**src/rtl/i2c_multibyte_master.sv**
```systemverilog
`default_nettype none
// ----------------------------------------------------------------------------
// i2c_multibyte_master : I2C master that moves 1..2^LEN_W-1 bytes per transfer.
// Rev 1.0
// ----------------------------------------------------------------------------
module i2c_multibyte_master #(
   parameter int QDIV  = 125,
   parameter int LEN_W = 4
) (
   input  logic             CLK,
   input  logic             RESET,
   input  logic             START,
   input  logic             RW,
   input  logic [6:0]       ADDR,
   input  logic [LEN_W-1:0] LEN,
   input  logic [7:0]       TX_DATA,
   output logic             TX_REQ,
   output logic [7:0]       RX_DATA,
   output logic             RX_VALID,
   output logic             BUSY,
   output logic             DONE,
   output logic             NACK,
   output logic             SCL_O,
   output logic             SDA_O,
   input  logic             SDA_I
);
   localparam logic [15:0]      C_QMAX = 16'(QDIV - 1);
   localparam logic [LEN_W-1:0] C_ONE  = LEN_W'(1);

   typedef enum logic [3:0] {
      S_IDLE, S_START, S_ADDR, S_AACK, S_WRITE, S_WACK, S_READ, S_MACK, S_STOP
   } state_t;

   state_t           r_state;
   state_t           w_next;
   logic [15:0]      r_qcnt;
   logic [1:0]       r_phase;
   logic [2:0]       r_bit;
   logic [LEN_W-1:0] r_remain;
   logic [7:0]       r_shift;
   logic             r_rw;
   logic             r_ack_bad;
   logic             r_nack;
   logic             r_done;
   logic [7:0]       r_rx_data;
   logic             r_rx_valid;

   logic w_qend;
   logic w_bit_end;
   logic w_sample;
   logic w_tx_first;
   logic w_accept;
   logic w_last;

   assign w_qend     = (r_qcnt == C_QMAX);
   assign w_bit_end  = w_qend && (r_phase == 2'd3);
   assign w_sample   = w_qend && (r_phase == 2'd2);
   assign w_tx_first = (r_state == S_WRITE) && (r_phase == 2'd0) && (r_qcnt == 16'd0) && (r_bit == 3'd7);
   assign w_accept   = (r_state == S_IDLE) && START && (LEN != '0);
   assign w_last     = (r_remain == C_ONE);

   assign TX_REQ   = w_tx_first;
   assign BUSY     = (r_state != S_IDLE);
   assign DONE     = r_done;
   assign NACK     = r_nack;
   assign RX_DATA  = r_rx_data;
   assign RX_VALID = r_rx_valid;

   always_ff @(posedge CLK) begin
      if (RESET) r_state <= S_IDLE;
      else       r_state <= w_next;
   end

   always_comb begin
      w_next = r_state;
      SCL_O  = 1'b1;
      SDA_O  = 1'b1;
      unique case (r_state)
         S_IDLE:  if (w_accept) w_next = S_START;
         S_START: begin
            SCL_O = ~r_phase[1];
            SDA_O = 1'b0;
            if (w_bit_end) w_next = S_ADDR;
         end
         S_ADDR: begin
            SCL_O = r_phase[1];
            SDA_O = r_shift[7];
            if (w_bit_end && r_bit == 3'd0) w_next = S_AACK;
         end
         S_AACK: begin
            SCL_O = r_phase[1];
            if (w_bit_end) w_next = r_ack_bad ? S_STOP : (r_rw ? S_READ : S_WRITE);
         end
         S_WRITE: begin
            // The first bit of a byte is driven straight from TX_DATA while it is being captured.
            SCL_O = r_phase[1];
            SDA_O = w_tx_first ? TX_DATA[7] : r_shift[7];
            if (w_bit_end && r_bit == 3'd0) w_next = S_WACK;
         end
         S_WACK: begin
            SCL_O = r_phase[1];
            if (w_bit_end) w_next = (r_ack_bad || w_last) ? S_STOP : S_WRITE;
         end
         S_READ: begin
            SCL_O = r_phase[1];
            if (w_bit_end && r_bit == 3'd0) w_next = S_MACK;
         end
         S_MACK: begin
            SCL_O = r_phase[1];
            SDA_O = w_last;
            if (w_bit_end) w_next = w_last ? S_STOP : S_READ;
         end
         S_STOP: begin
            SCL_O = (r_phase != 2'd0);
            SDA_O = (r_phase == 2'd3);
            if (w_bit_end) w_next = S_IDLE;
         end
         default: w_next = S_IDLE;
      endcase
   end

   always_ff @(posedge CLK) begin
      if (RESET) begin
         r_qcnt     <= '0;
         r_phase    <= '0;
         r_bit      <= '0;
         r_remain   <= '0;
         r_shift    <= '0;
         r_rw       <= 1'b0;
         r_ack_bad  <= 1'b0;
         r_nack     <= 1'b0;
         r_done     <= 1'b0;
         r_rx_data  <= '0;
         r_rx_valid <= 1'b0;
      end else begin
         r_done     <= 1'b0;
         r_rx_valid <= 1'b0;

         if (r_state == S_IDLE) begin
            r_qcnt  <= '0;
            r_phase <= '0;
         end else if (w_qend) begin
            r_qcnt  <= '0;
            r_phase <= r_phase + 2'd1;
         end else begin
            r_qcnt  <= r_qcnt + 16'd1;
         end

         if (w_accept) begin
            r_rw     <= RW;
            r_shift  <= {ADDR, RW};
            r_remain <= LEN;
            r_nack   <= 1'b0;
            r_bit    <= 3'd7;
         end

         if (w_sample) r_ack_bad <= SDA_I;
         if (w_tx_first) r_shift <= TX_DATA;

         if (r_state == S_READ && w_sample) begin
            r_shift <= {r_shift[6:0], SDA_I};
            if (r_bit == 3'd0) begin
               r_rx_data  <= {r_shift[6:0], SDA_I};
               r_rx_valid <= 1'b1;
            end
         end

         if (w_bit_end) begin
            case (r_state)
               S_ADDR, S_WRITE: begin
                  r_shift <= {r_shift[6:0], 1'b0};
                  r_bit   <= (r_bit == 3'd0) ? 3'd7 : r_bit - 3'd1;
               end
               S_READ: r_bit <= (r_bit == 3'd0) ? 3'd7 : r_bit - 3'd1;
               S_AACK: begin
                  r_bit <= 3'd7;
                  if (r_ack_bad) r_nack <= 1'b1;
               end
               S_WACK: begin
                  r_bit <= 3'd7;
                  if (r_ack_bad)            r_nack   <= 1'b1;
                  else if (r_remain != '0)  r_remain <= r_remain - C_ONE;
               end
               S_MACK: begin
                  r_bit <= 3'd7;
                  if (r_remain != '0) r_remain <= r_remain - C_ONE;
               end
               S_STOP:  r_done <= 1'b1;
               default: ;
            endcase
         end
      end
   end
endmodule
`default_nettype wire

```
**config.mk**
```make
export PLATFORM = sky130hd
export DESIGN_NAME = i2c_multibyte_master
export DESIGN_NICKNAME = d
export VERILOG_FILES = /design/src/rtl/i2c_multibyte_master.sv
export SDC_FILE = /design/constraint.sdc
export NUM_CORES = 1
export LEC_CHECK = 0
export BUFFER_PORTS_ARGS = -buffer_cell sky130_fd_sc_hd__buf_4
export CAP_MARGIN = 20
export CORE_MARGIN = 1.5
export CORE_UTILIZATION = 45
export CTS_CLUSTER_SIZE = 16
export DETAILED_ROUTE_END_ITERATION = 8
export SETUP_SLACK_MARGIN = 0.05
export SLEW_MARGIN = 20
export SYNTH_ARGS = -nofsm -noshare
export SYNTH_HDL_FRONTEND = slang
export SYNTH_SLANG_ARGS = --single-unit
```
**constraint.sdc**
```tcl
create_clock -name CLK -period 2.5 [get_ports CLK]
set_clock_uncertainty 0.1 [all_clocks]
set_input_delay 0.125 -clock CLK [delete_from_list [all_inputs] [get_ports CLK]]
set_output_delay 0.125 -clock CLK [all_outputs]
set_load 0.01 [all_outputs]
```
# Yosys cells after proc, flatten, opt, wreduce, memory -nomap -nowiden
# Cells that the tools add are included.
# W data, S select, Z words.
[op_classes]
reduce_logical = 29
muxes = 37
eq_ne = 22
n_bitwise = 3
n_addsub = 4
[ops]
columns = ["op", "count"]
rows = [
  ["$mux W4", 16],
  ["$mux W8", 5],
  ["$pmux W4 S9", 1],
  ["$add A16 B1 Y16 const B", 1],
  ["$eq A16 B7 Y1 const B", 1],
  ["$eq A4 B3 Y1 const B", 4],
  ["$logic_not A16 Y1", 1],
  ["$ne A2 B2 Y1 const B", 8],
  ["$reduce_bool A4 Y1", 3],
  ["$reduce_or A2 Y1", 5],
  ["$logic_and A1 B1 Y1", 9],
  ["$mux W3", 3],
  ["$reduce_and A9 Y1", 1],
  ["$reduce_or A3 Y1", 3],
  ["$eq A4 B1 Y1 const B", 2],
  ["$eq A4 B2 Y1 const B", 2],
  ["$pmux W4 S2", 1],
  ["$mux W1", 7],
  ["$pmux W3 S2", 1],
  ["$reduce_or A6 Y1", 1],
  ["$pmux W1 S5", 1],
  ["$eq A2 B2 Y1 const B", 2],
  ["$eq A4 B4 Y1 const B", 1],
  ["$logic_not A4 Y1", 1],
  ["13 further kinds", 15],
]
[word_totals]
reg_bits = 50
wordCells = 107
output_inout_bits = 15
input_bits = 24

# Logic depth before layout (Yosys ltp)
# Gate-level depths: netlist of run 1.
[logic_depth]
depth_word = 8
depth_mapped = 9
ltp_nobuf = 7

# Worst setup path after synthesis of run 1
# Ideal clock, no wire load.
[synth_timing]
path_type = "reg2reg"
from = "register r_state[2]"
to = "register r_shift[1]"
t_arrival_ns = 1.842
path_slack_ns = 0.425
path_stages_with_launch = 8
path_buffers = 2
setup_ns = 0.132
required_ns = 2.268
path_cell_list = "dfxtp_1 -> buf_2 -> or4_4 -> nor2_1 -> buf_2 -> mux2_2 -> o211ai_1 -> a21oi_1"
[synth_via]
elab_chain_len = 8
[synth_lines]
columns = ["element", "line", "rtl"]
rows = [
  ["start, declared", "34", "state_t r_state;"],
  ["start signal, assigned", "71", "else r_state <= w_next;"],
  ["$logic_not A4 Y1 / $eq A4 B3 Y1 (equally long branches)", "59, 58, 169", ""],
  ["$logic_and A1 B1 Y1, on equally long branches (2 in a row)", "59, 58", ""],
  ["$mux W8 / $logic_and A1 B1 Y1 (equally long branches)", "149, 58", ""],
  ["$mux W8", "158", "if (w_tx_first) r_shift <= TX_DATA;"],
  ["$mux W8", "160", "if (r_state == S_READ && w_sample) begin"],
  ["$mux W8", "169", "case (r_state)"],
  ["$mux W8 *", "168", "if (w_bit_end) begin"],
  ["end signal, assigned", "151", "r_shift <= {ADDR, RW};"],
  ["end signal, assigned", "161", "r_shift <= {r_shift[6:0], SDA_I};"],
  ["end signal, assigned", "171", "r_shift <= {r_shift[6:0], 1'b0};"],
  ["end, declared", "40", "logic [7:0] r_shift;"],
]
# Every way passes the cells marked *; elsewhere a longest branch is shown, timed or not.
# A chain may end at the register's enable or synchronous reset.

# Final worst setup path of run 1
[layout_timing]
from = "register r_remain[1]"
to = "output SDA_O"
[layout_via]
elab_chain_len = 2
[layout_lines]
columns = ["element", "line", "rtl"]
rows = [
  ["start, declared", "39", "logic [LEN_W-1:0] r_remain;"],
  ["start signal, assigned", "182", "else if (r_remain != '0) r_remain <= r_remain - C_ONE;"],
  ["start signal, assigned", "186", "if (r_remain != '0) r_remain <= r_remain - C_ONE;"],
  ["$eq A4 B1 Y1", "60", "assign w_last = (r_remain == C_ONE);"],
  ["$pmux W1 S5", "78", "unique case (r_state)"],
  ["end, declared", "24", "output logic SDA_O,"],
]
# No other way between the ends.

==> results.tsv, run 1 <==
stage	metric	value	unit
yosys	async_flop_share	0	%
yosys	synthFlopType	dfxtp_1	
critical_path	cpMaxStageDelayCell	dfxtp_1	
power_and_ir_drop	p_leak	1.257	nW
critical_path	path_delay_family	compound AO/OA/AOI/OAI gates	
yosys	synthCells	339	
layout	nFillCells	590	
sta	worstMarginPinSlew	0.4839	ns
yosys	syn_area	2860	um2
yosys	synth-seq-area-share	35.00	%
critical_path	path_class	flop to primary output	
critical_path	startpoint	r_remain[1]	
yosys	ys_warn_count	0	
status	status	completed	
power_and_ir_drop	p_sw	0.8739	mW
power_and_ir_drop	p_int	1.626	mW
cts	clk_latency	0.30	ns
die	rows	28	
detailed_routing	drtPass1Iterations	5	
power_and_ir_drop	ir_drop	0.4657	mV
die	fp.dieArea	6843	um2
sta	rsz0062_at_grt	no	
placed_design	port_buffers	38	
critical_path	cp.arrival	2.09	ns
cts	h-tree-depth	2	
cts	path_clk_slew	0.09	ns
critical_path	slowest_delay	0.36	ns
layout	fin_area	3393	um2
detailed_routing	top_layer	met4	
placed_design	placed_area	3219	um2
critical_path	start_kind	flop	
power_and_ir_drop	powerDensity	736.7	nW/um2
run	maxCapViolCount	0	
detailed_routing	num_vias	2521	
detailed_routing	drt-met1-wl	3.371	mm
die	io_pins	39	
detailed_routing	drtIter0Drc	117	
cts	clkSinkCount	50	
sta	setup_violations	0	
yosys	syn_nets	374	
layout	layout_commonest_cell	dfxtp_1	
global_routing	antenna_found_initial	0	
placed_design	gp_congestion	0.7999	
placed_design	hpwl	4.847	mm
layout	seqCellArea	1001	um2
global_routing	grt_pass1_vias	2363	
cts	cts_buffers	5	
critical_path	cp.required	2.28	ns
critical_path	r2r-start	r_phase[1]	
global_routing	grt_max_degree	36	
cts	tritoncts	yes	
global_routing	globalRouteTotalUtil	20.97	%
die	die_x	82.73	um
sta	finalSetupTns	0	ns
layout	nets	411	
yosys	synth_edf_count	0	
critical_path	crit_chain	inv_1 -> ha_1 -> nor3b_2 -> o21ai_1 -> a21oi_1 -> o32ai_1 -> o21ai_0 -> buf_4	
yosys	synth.distinct_cells	60	
cts	clock_path_buffers	2	
power_and_ir_drop	power_frac_seq	37.7	%
hold_path	min_from	LEN[0]	
layout	drive_above_1_share	22.07	%
power_and_ir_drop	pwr-share-clk	23.6	%
detailed_routing	ant_nets	0	
power_and_ir_drop	power	2.500	mW
layout	multiInputGateArea	1749	um2
global_routing	grt.overflow.total	0	
sta	max_freq	432.9	MHz
critical_path	cp_num_buf_inv	2	
layout	antenna_cells	0	
layout	final_cell_mix	dfxtp_1, buf_4, nor2_1, nand2_1, a21oi_1	
detailed_routing	wl_per_cell	14.88	um
sta	hold_viol	0	
critical_path	endpoint_kind	primary output	
detailed_routing	routed_wirelength	6.711	mm
detailed_routing	via_per_inst	5.590	
hold_path	min_path_type	input port to flop	
detailed_routing	wl_met2	3.034	mm
cts	clockRootBuffer	clkbuf_8	
yosys	synth-seq-cells	50	
detailed_routing	route.detailed.drc	0	
power_and_ir_drop	p_comb_share	38.7	%
global_routing	grt_first_pass_wirelength	11.14	mm
die	core	6026	um2
sta	period_share	92.41	%
sta	slew_viol_final	0	
die	die_h	82.73	um
layout	area_delta_synth_final	18.64	%
detailed_routing	wl_met3	226	um
die	initial_utilization	47.47	%
power_and_ir_drop	p_sw_share	34.96	%
critical_path	cp_max_fo	4	
sta	slew_headroom	67.32	%
sta	fin_crit	2.310	ns
yosys	syn-mean-instance-area	8.437	um2
==> flip-flops by register name, summed over array words and instances (netlist names) <==
name	flops
r_shift	8
r_ack_bad	1
DONE	1
r_remain	4
r_qcnt	16
NACK	1
r_rw	1
RX_DATA	8
r_bit	3
RX_VALID	1
r_phase	2
r_state	4
==> timing repair <==
item	CTS	global route
hold buffers	2	0
setup endpoints to repair	0	5
resized for setup	0	8
setup buffers	0	1
endpoints found under the hold margin	2	0
==> cells by family (layout without fill, tap and decap cells) <==
group                      Yosys count  in the layout  share of synthesized area, %
xor gates and xnor gates            15             15                         4.593
and+or+nand+nor                    142            142                         27.82
AOI/OAI and AO/OA                   63             63                         14.66
muxes                               22             22                         8.093
DFF                                 50             50                         35.00
buffers and inverters               36             73                         5.031
adders and majority gates           11             11                         4.812
==> layer usage <==
metal	global-route usage (%)	vias up
met5	0	-
met4	5.500	0
met3	3.846	9
met2	31.63	44
met1	30.45	1191
li1	-	1277
==> worst paths after layout <==
| path | cells past startpoint | end | slack [ns] |
|---|---|---|---|
| hold reg to reg | 2 | NACK | 0.35 |
| setup / recovery | 8 | SDA_O | 0.19 |
| hold / removal | 3 | r_remain[0] | 0.02 |
| setup reg to reg | 6 | r_bit[2] | 0.23 |
==> worst reg2reg max path, delay by kind of cell, from the launching register on <==
kind	cells	cell delay [ns]
AO/OA/AOI/OAI	2	0.38
adder cells (fa/ha/maj)	1	0.28
flip-flops	1	0.44
AND/OR/NAND/NOR	3	0.95
==> area by class of cell <==
| type | instances | share of cell area, % |
|---|---|---|
| clock buffer | 6 | 2.434 |
| clock inverter | 1 | 0.8850 |
| inverter | 17 | 1.881 |
| multi-input combinational | 253 | 51.55 |
| sequential | 50 | 29.50 |
| tap | 75 | 2.765 |
| timing repair buffer | 49 | 10.99 |
==> synth_stat cells, types with 9 or more instances <==
master | n | share of area [%]
a21oi_1 | 21 | 3.7
clkbuf_1 | 12 | 1.6
dfxtp_1 | 50 | 35
ha_1 | 11 | 4.8
inv_1 | 17 | 2.2
mux2_2 | 9 | 3.5
mux2i_1 | 13 | 4.5
nand2_1 | 28 | 3.7
nand3_1 | 10 | 1.7
nand4_1 | 9 | 2.0
nor2_1 | 42 | 5.5
nor3_1 | 11 | 1.9
o21ai_0 | 11 | 1.9
==> through the flow <==
step                worst slack, ns  cells  hold slack, ns  utilization (%)
finish                       0.1898    451         0.01578            56.31
global route                0.05863    451         0.02560            56.31
CTS                          0.1545    450        0.006616            55.63
detailed placement           0.1608    441          0.2940            53.43
global placement             0.2186    441          0.2881            53.43
floorplan                    0.4254    339          0.1610                -
==> power groups by stage <==
| stage | Combinational [mW] | Sequential [mW] | Clock, mW |
|---|---|---|---|
| global route | 1.08 | 0.954 | 0.633 |
| finish | 0.968 | 0.941 | 0.590 |
| detailed placement | 0.934 | 0.959 | 0 |
| floorplan | 0.680 | 0.943 | 0 |
| CTS | 0.942 | 0.941 | 0.601 |
| global placement | 0.931 | 0.957 | 0 |
Power figures use the tool's default switching activity.
==> run 2: changes to the inputs <==
Settings changed: PLACE_DENSITY set to 0.67.
Clock period 2.5 ns to 1.9 ns, I/O delays scaled along.
==> run 2 against run 1 <==
  * The run now ends with negative setup slack left
  * Register-to-register slack lost 0.33 ns
  * Utilization grew 13 points
  * Via count is 9.4% higher
  * Sequential power rose by 32%
  * Cell count rose by 12%
  * Global-route usage rose by 1.8 points
  * Setup slack worse by 0.47 ns
  * Power is 56% higher
  * Sequential share of layout area shrank 5.2 points
  * Count of clock-buffer cells in the layout up 1
  * Wire length grew 20%
==> results.tsv, run 2 (same netlist as run 1, synthesis figures left out) <==
stage	metric	value	unit	change
layout	fin_area	4192	um2	+24%
layout	layout_commonest_cell	buf_4		
die	io_pins	39		unchanged
critical_path	cp.arrival	1.98	ns	-0.11 ns
critical_path	cp_num_buf_inv	3		+1
layout	multiInputGateArea	2048	um2	+17%
layout	nets	466		+13%
critical_path	path_delay_family	buffers and inverters		
critical_path	slowest_delay	0.33	ns	-0.03 ns
die	initial_utilization	47.47	%	unchanged
detailed_routing	num_vias	2759		+9.4%
layout	largest_reg_flops	16		unchanged
hold_path	min_path_type	input port to flop		
cts	path_clk_slew	0.09	ns	about the same
placed_design	port_buffers	38		unchanged
global_routing	antenna_found_initial	0		unchanged
global_routing	grt.overflow.total	0		unchanged
cts	clk_latency	0.30	ns	about the same
sta	slew_headroom	72.07	%	+4.7 points
layout	seqCellArea	1018	um2	+1.8%
die	die_h	82.73	um	unchanged
power_and_ir_drop	p_int	2.493	mW	+53%
power_and_ir_drop	p_comb_share	51.6	%	+13 points
layout	top_register	r_qcnt		
die	fp.dieArea	6843	um2	unchanged
global_routing	grt_max_degree	36		unchanged
critical_path	crit_top_cell	buf_4		
sta	setup_ws	-0.2786	ns	-0.4684 ns
power_and_ir_drop	p_sw	1.418	mW	+62%
global_routing	grt_pass1_vias	2538		+7.4%
die	rows	28		unchanged
detailed_routing	ant_nets	0		unchanged
placed_design	gp_congestion	0.8424		+5.3%
status	status	finished with violations		
critical_path	cp.required	1.70	ns	-0.58 ns
critical_path	cp_max_fo	13		+9
sta	max_freq	459.0	MHz	
layout	antenna_cells	0		unchanged
power_and_ir_drop	p_sw_share	36.25	%	+1.3 points
power_and_ir_drop	p_leak	1.626	nW	+29%
critical_path	cpMaxStageDelayCell	dfxtp_1		
detailed_routing	drtIter0Drc	229		+96%
die	core	6026	um2	unchanged
global_routing	globalRouteTotalUtil	22.78	%	+1.8 points
detailed_routing	drtPass1Iterations	4		-1
layout	nFillCells	484		-18%
cts	h-tree-depth	2		unchanged
placed_design	hpwl	5.388	mm	+11%
placed_design	placed_area	3664	um2	+14%
power_and_ir_drop	powerDensity	932.9	nW/um2	+27%
sta	setup_violations	17		+17
global_routing	grt_first_pass_wirelength	11.90	mm	+6.8%
sta	hold_viol	0		unchanged
layout	final_cell_mix	buf_4, dfxtp_1, nor2_1, nand2_1, a21oi_1		
cts	clock_path_buffers	2		unchanged
critical_path	start_kind	flop		
die	die_x	82.73	um	unchanged
placed_design	dpl_worst_slack	-0.07811	ns	-0.2389 ns
layout	area_delta_synth_final	46.54	%	
critical_path	endpoint_kind	primary output		
sta	period_share	114.7	%	
sta	worstMarginPinSlew	0.4190	ns	-0.06488 ns
detailed_routing	route.detailed.drc	0		unchanged
cts	clockRootBuffer	clkbuf_8		
power_and_ir_drop	ir_drop	0.5245	mV	+13%
detailed_routing	via_per_inst	5.442		-2.6%
status	violations	negative setup slack		
sta	rsz0062_at_grt	yes		
cts	clkSinkCount	50		unchanged
power_and_ir_drop	pwr-share-clk	16.7	%	-6.9 points
cts	cts_buffers	5		unchanged
sta	slew_viol_final	0		unchanged
power_and_ir_drop	power_frac_seq	31.7	%	-6.0 points
run	maxCapViolCount	0		unchanged
detailed_routing	wl_per_cell	15.83	um	+6.4%
critical_path	crit_chain	buf_4 -> nor2_2 -> buf_4 -> nand2_2 -> nor3_4 -> mux2i_1 -> o21ai_1 -> buf_4		
detailed_routing	routed_wirelength	8.026	mm	+20%
critical_path	path_class	flop to primary output		
power_and_ir_drop	power	3.910	mW	+56%
cts	tritoncts	yes		
layout	drive_above_1_share	43.75	%	+22 points
sta	fin_crit	2.179	ns	
## run 2: cell types whose count changed in the layout (fill, tap and decap cells not counted), moves of 7 or more
cell | before | now
buf_4 | 47 | 87
buf_6 | 0 | 10
dfxtp_1 | 50 | 40
dfxtp_2 | 0 | 8
inv_1 | 17 | 10
mux2_2 | 9 | 1
mux2_4 | 0 | 8
## run 2: area by class of cell
type | count | area share (%)
clock buffers | 7 | 2.060
clock inverters | 1 | 0.1194
inverters | 17 | 1.761
multi-input cells | 253 | 48.87
flip-flops and latches | 50 | 24.30
well taps | 75 | 2.239
repair buffers | 104 | 20.66
## run 2: stage by stage
stage	hold WS, ns	instances	util [%]	setup TNS, ns
3_5_place_dp	0.2723	482	60.80	-0.2074
3_3_place_gp	0.2583	482	60.80	0
4_1_cts	0.02378	501	66.47	-0.9963
5_1_grt	0.05040	507	69.56	-3.427
2_1_floorplan	0.1310	339	-	-1.039
6_report	0.04344	507	69.56	-0.8556
## run 2: path summary, 6_finish.rpt
kind,from,endpoint,slack (ns),depth (start not counted)
worst min register to register,NACK,NACK,0.37,2
worst max-delay path,r_state[3],SDA_O,-0.28,8
worst max register to register,r_qcnt[1],r_state[0],-0.10,9
worst min-delay path,TX_DATA[0],r_shift[0],0.04,3
## run 2: worst register-to-register path, cell delays in order, from the launching register on
cell and delay (ns):
dfxtp_2 0.33, inv_2 0.06, ha_4 0.11, nor4b_4 0.18, buf_4 0.17, buf_6 0.11
and4_4 0.28, a21oi_4 0.08, or2_4 0.27, o41ai_2 0.21
## run 2: metal layers
| metal | vias up | track usage (%) | routed length [um] |
|---|---|---|---|
| met1 | 1290 | 31.87 | 3651 |
| met3 | 12 | 3.736 | 353 |
| met5 | - | 0 | 0 |
| met2 | 65 | 35.85 | 3885 |
| li1 | 1392 | - | - |
| met4 | 0 | 6.667 | 135 |
## run 2: power groups by stage
| stage | Combinational [mW] | Clock [mW] | Sequential (mW) |
|---|---|---|---|
| after floorplan | 1.01 | 0 | 1.25 |
| after global placement | 1.58 | 0 | 1.25 |
| after global routing | 2.17 | 0.711 | 1.25 |
| final | 2.02 | 0.653 | 1.24 |
| after detailed placement | 1.61 | 0 | 1.25 |
| after CTS | 1.81 | 0.666 | 1.23 |
## run 2: timing repair
item,in CTS,in global routing
endpoints found under the hold margin,6,0
buffers inserted,7,6
gates cloned,0,0
resized for setup,45,39
pin swaps,18,21
hold buffers,4,0
setup endpoints to repair,28,36
==> run 3: changes to the inputs <==
Settings changed: CORE_ASPECT_RATIO set to 0.75, PLACE_DENSITY 0.67 to 0.68.
==> run 3 against run 2 <==
  * The flow still finishes with violations (negative setup slack)
  * Hold slack improved by 0.0022 ns
  * First-iteration DRC count decreased by 33%
  * Maximum frequency up 1.5%
  * Register-to-register slack got worse by 0.06 ns
  * Count of clock-buffer cells in the layout unchanged
  * Wire length shrank 2.2%
  * Non-clock buffer count stayed put
  * Highest routed layer unchanged
==> results.tsv, run 3 (same netlist as run 1, synthesis figures left out) <==
stage	metric	value	unit	change
status	status	finished with violations		
status	violations	negative setup slack		
critical_path	cp.arrival	1.95	ns	-0.03 ns
detailed_routing	routed_wirelength	7.851	mm	-2.2%
sta	slew_viol_final	0		unchanged
layout	multiInputGateArea	2003	um2	-2.2%
layout	antenna_cells	0		unchanged
sta	worstMarginPinSlew	0.4188	ns	-0.0002432 ns
layout	final_cell_mix	buf_4, dfxtp_1, nor2_1, nand2_1, a21oi_1		
critical_path	reg2regPathDepth	7		-2
die	initial_utilization	47.86	%	+0.40 points
hold_path	min_path_type	input port to flop		
critical_path	r2r_slack	-0.16	ns	-0.06 ns
layout	drive_above_1_share	40.97	%	-2.8 points
sta	slew_headroom	72.08	%	about the same
detailed_routing	wl_per_cell	15.39	um	-2.8%
cts	h-tree-depth	2		unchanged
sta	holdWs	0.04567	ns	+0.002228 ns
detailed_routing	drt-met1-wl	3.825	mm	+4.8%
detailed_routing	num_vias	2805		+1.7%
sta	fin_crit	2.145	ns	-0.03318 ns
layout	nets	466		unchanged
cts	tritoncts	yes		
power_and_ir_drop	p_leak	1.630	nW	+0.20%
critical_path	crit_top_cell	buf_4		
layout	seqCellArea	1017	um2	-0.12%
critical_path	r2r-start	r_phase[1]		
critical_path	cpMaxStageDelayCell	nor4_4		
critical_path	endpoint_kind	primary output		
power_and_ir_drop	ir_drop	0.3561	mV	-32%
cts	path_clk_slew	0.10	ns	about the same
sta	rsz0062_at_grt	yes		
cts	clkSinkCount	50		unchanged
sta	setup_violations	26		+9
critical_path	cp.required	1.70	ns	about the same
layout	largest_reg_flops	16		unchanged
detailed_routing	wl_met3	408	um	+16%
die	fp.dieArea	6849	um2	about the same
critical_path	slowest_delay	0.39	ns	+0.06 ns
global_routing	grt_max_degree	36		unchanged
cts	clockRootBuffer	clkbuf_8		
critical_path	r2r-end	r_bit[2]		
cts	cts_buffers	5		unchanged
run	maxCapViolCount	0		unchanged
layout	fin_util	69.30	%	-0.25 points
layout	stdcell_count	510		+0.59%
placed_design	hpwl	5.440	mm	+0.97%
die	die_h	72.05	um	-13%
critical_path	path_class	flop to primary output		
critical_path	crit_chain	nor4_4 -> buf_4 -> nand3_4 -> nor3_4 -> mux2i_1 -> o21ai_1 -> buf_4		
layout	nFillCells	473		-2.3%
sta	period_share	112.9	%	-1.7 points
cts	clk_latency	0.31	ns	about the same
hold_path	min_from	LEN[2]		
sta	hold_viol	0		unchanged
detailed_routing	ant_nets	0		unchanged
placed_design	gp_congestion	0.8349		-0.89%
global_routing	globalRouteTotalUtil	23.88	%	+1.1 points
placed_design	port_buffers	38		unchanged
global_routing	grt_pass1_vias	2739		+7.9%
detailed_routing	drtPass1Iterations	4		unchanged
critical_path	cp_max_fo	5		-8
detailed_routing	wl_met2	3.541	mm	-8.9%
critical_path	start_kind	flop		
placed_design	dp_cells	486		+0.83%
layout	top_register	r_qcnt		
sta	setup_ws	-0.2454	ns	+0.03318 ns
layout	layout_commonest_cell	buf_4		
global_routing	grt.overflow.total	0		unchanged
detailed_routing	top_layer	met4		
detailed_routing	route.detailed.drc	0		unchanged
sta	max_freq	466.1	MHz	+1.5%
global_routing	antenna_found_initial	0		unchanged
hold_path	whs_path_depth	4		+1
detailed_routing	drtIter0Drc	153		-33%
die	rows	24		-14%
die	die_x	95.06	um	+15%
global_routing	grt_first_pass_wirelength	12.67	mm	+6.4%
die	io_pins	39		unchanged
die	core	5976	um2	-0.83%
hold_path	holdPathEnd	r_remain[2]		
cts	clock_path_buffers	2		unchanged
layout	area_delta_synth_final	44.79	%	
detailed_routing	via_per_inst	5.500		+1.1%
power_and_ir_drop	powerDensity	940.1	nW/um2	+0.77%
-- run 3: how the worst max path moves through the flow --
stage	cells after the start	start	endpoint	slack [ns]
after floorplan	7	r_phase[0]	RX_DATA[0]	-0.09
after global placement	6	r_state[1]	r_bit[0]	-0.06
after detailed placement	6	r_state[1]	r_bit[0]	-0.10
after CTS	7	r_qcnt[13]	SDA_O	-0.25
after global routing	9	r_qcnt[1]	SDA_O	-0.41
final	7	r_qcnt[13]	SDA_O	-0.25
-- run 3: cell type report --
type / count / area share (%)
Clock buffer: 7 / 2.326
Inverter: 17 / 1.541
Tap cell: 78 / 2.356
Timing Repair Buffer: 104 / 20.63
Sequential cell: 50 / 24.56
Multi-Input combinational cell: 253 / 48.37
Clock inverter: 1 / 0.2115
-- run 3: critical path, delay by kind of cell (launching register included) --
kind / cells / cell delay [ns]
AND/OR/NAND/NOR: 3 / 0.63
flip-flops: 1 / 0.36
buffers and inverters: 2 / 0.36
multiplexers: 1 / 0.20
AO/OA/AOI/OAI: 1 / 0.09
-- run 3: routing by layer --
metal  up-vias  GRT usage (%)
li1       1391              -
met5         -              0
met4         0          5.141
met2        76          36.88
met1      1332          33.44
met3         6          6.289
-- run 3: repair_timing --
action	in CTS	in global routing
pin swaps	13	10
hold buffers	4	0
buffers inserted	10	3
hold endpoints to repair	6	0
gates resized for setup	31	31
endpoints found under the setup margin	26	33
-- run 3: power breakdown --
group / leakage (nW) / switching, mW / internal [mW]
Sequential: 0.410 / 0.0819 / 1.16
Combinational: 1.16 / 0.950 / 1.00
Clock: 0.0544 / 0.369 / 0.334
-- run 3: per-stage QoR --
stage	setup WS [ns]	setup TNS, ns	power, mW	cell area, um2
2_1_floorplan	-0.09174	-1.039	2.256	2984
3_3_place_gp	-0.05990	-0.4627	2.795	3675
3_5_place_dp	-0.1019	-0.9853	2.829	3675
4_1_cts	-0.2512	-1.484	3.728	4005
5_1_grt	-0.4082	-4.364	4.121	4141
6_report	-0.2454	-1.816	3.894	4141
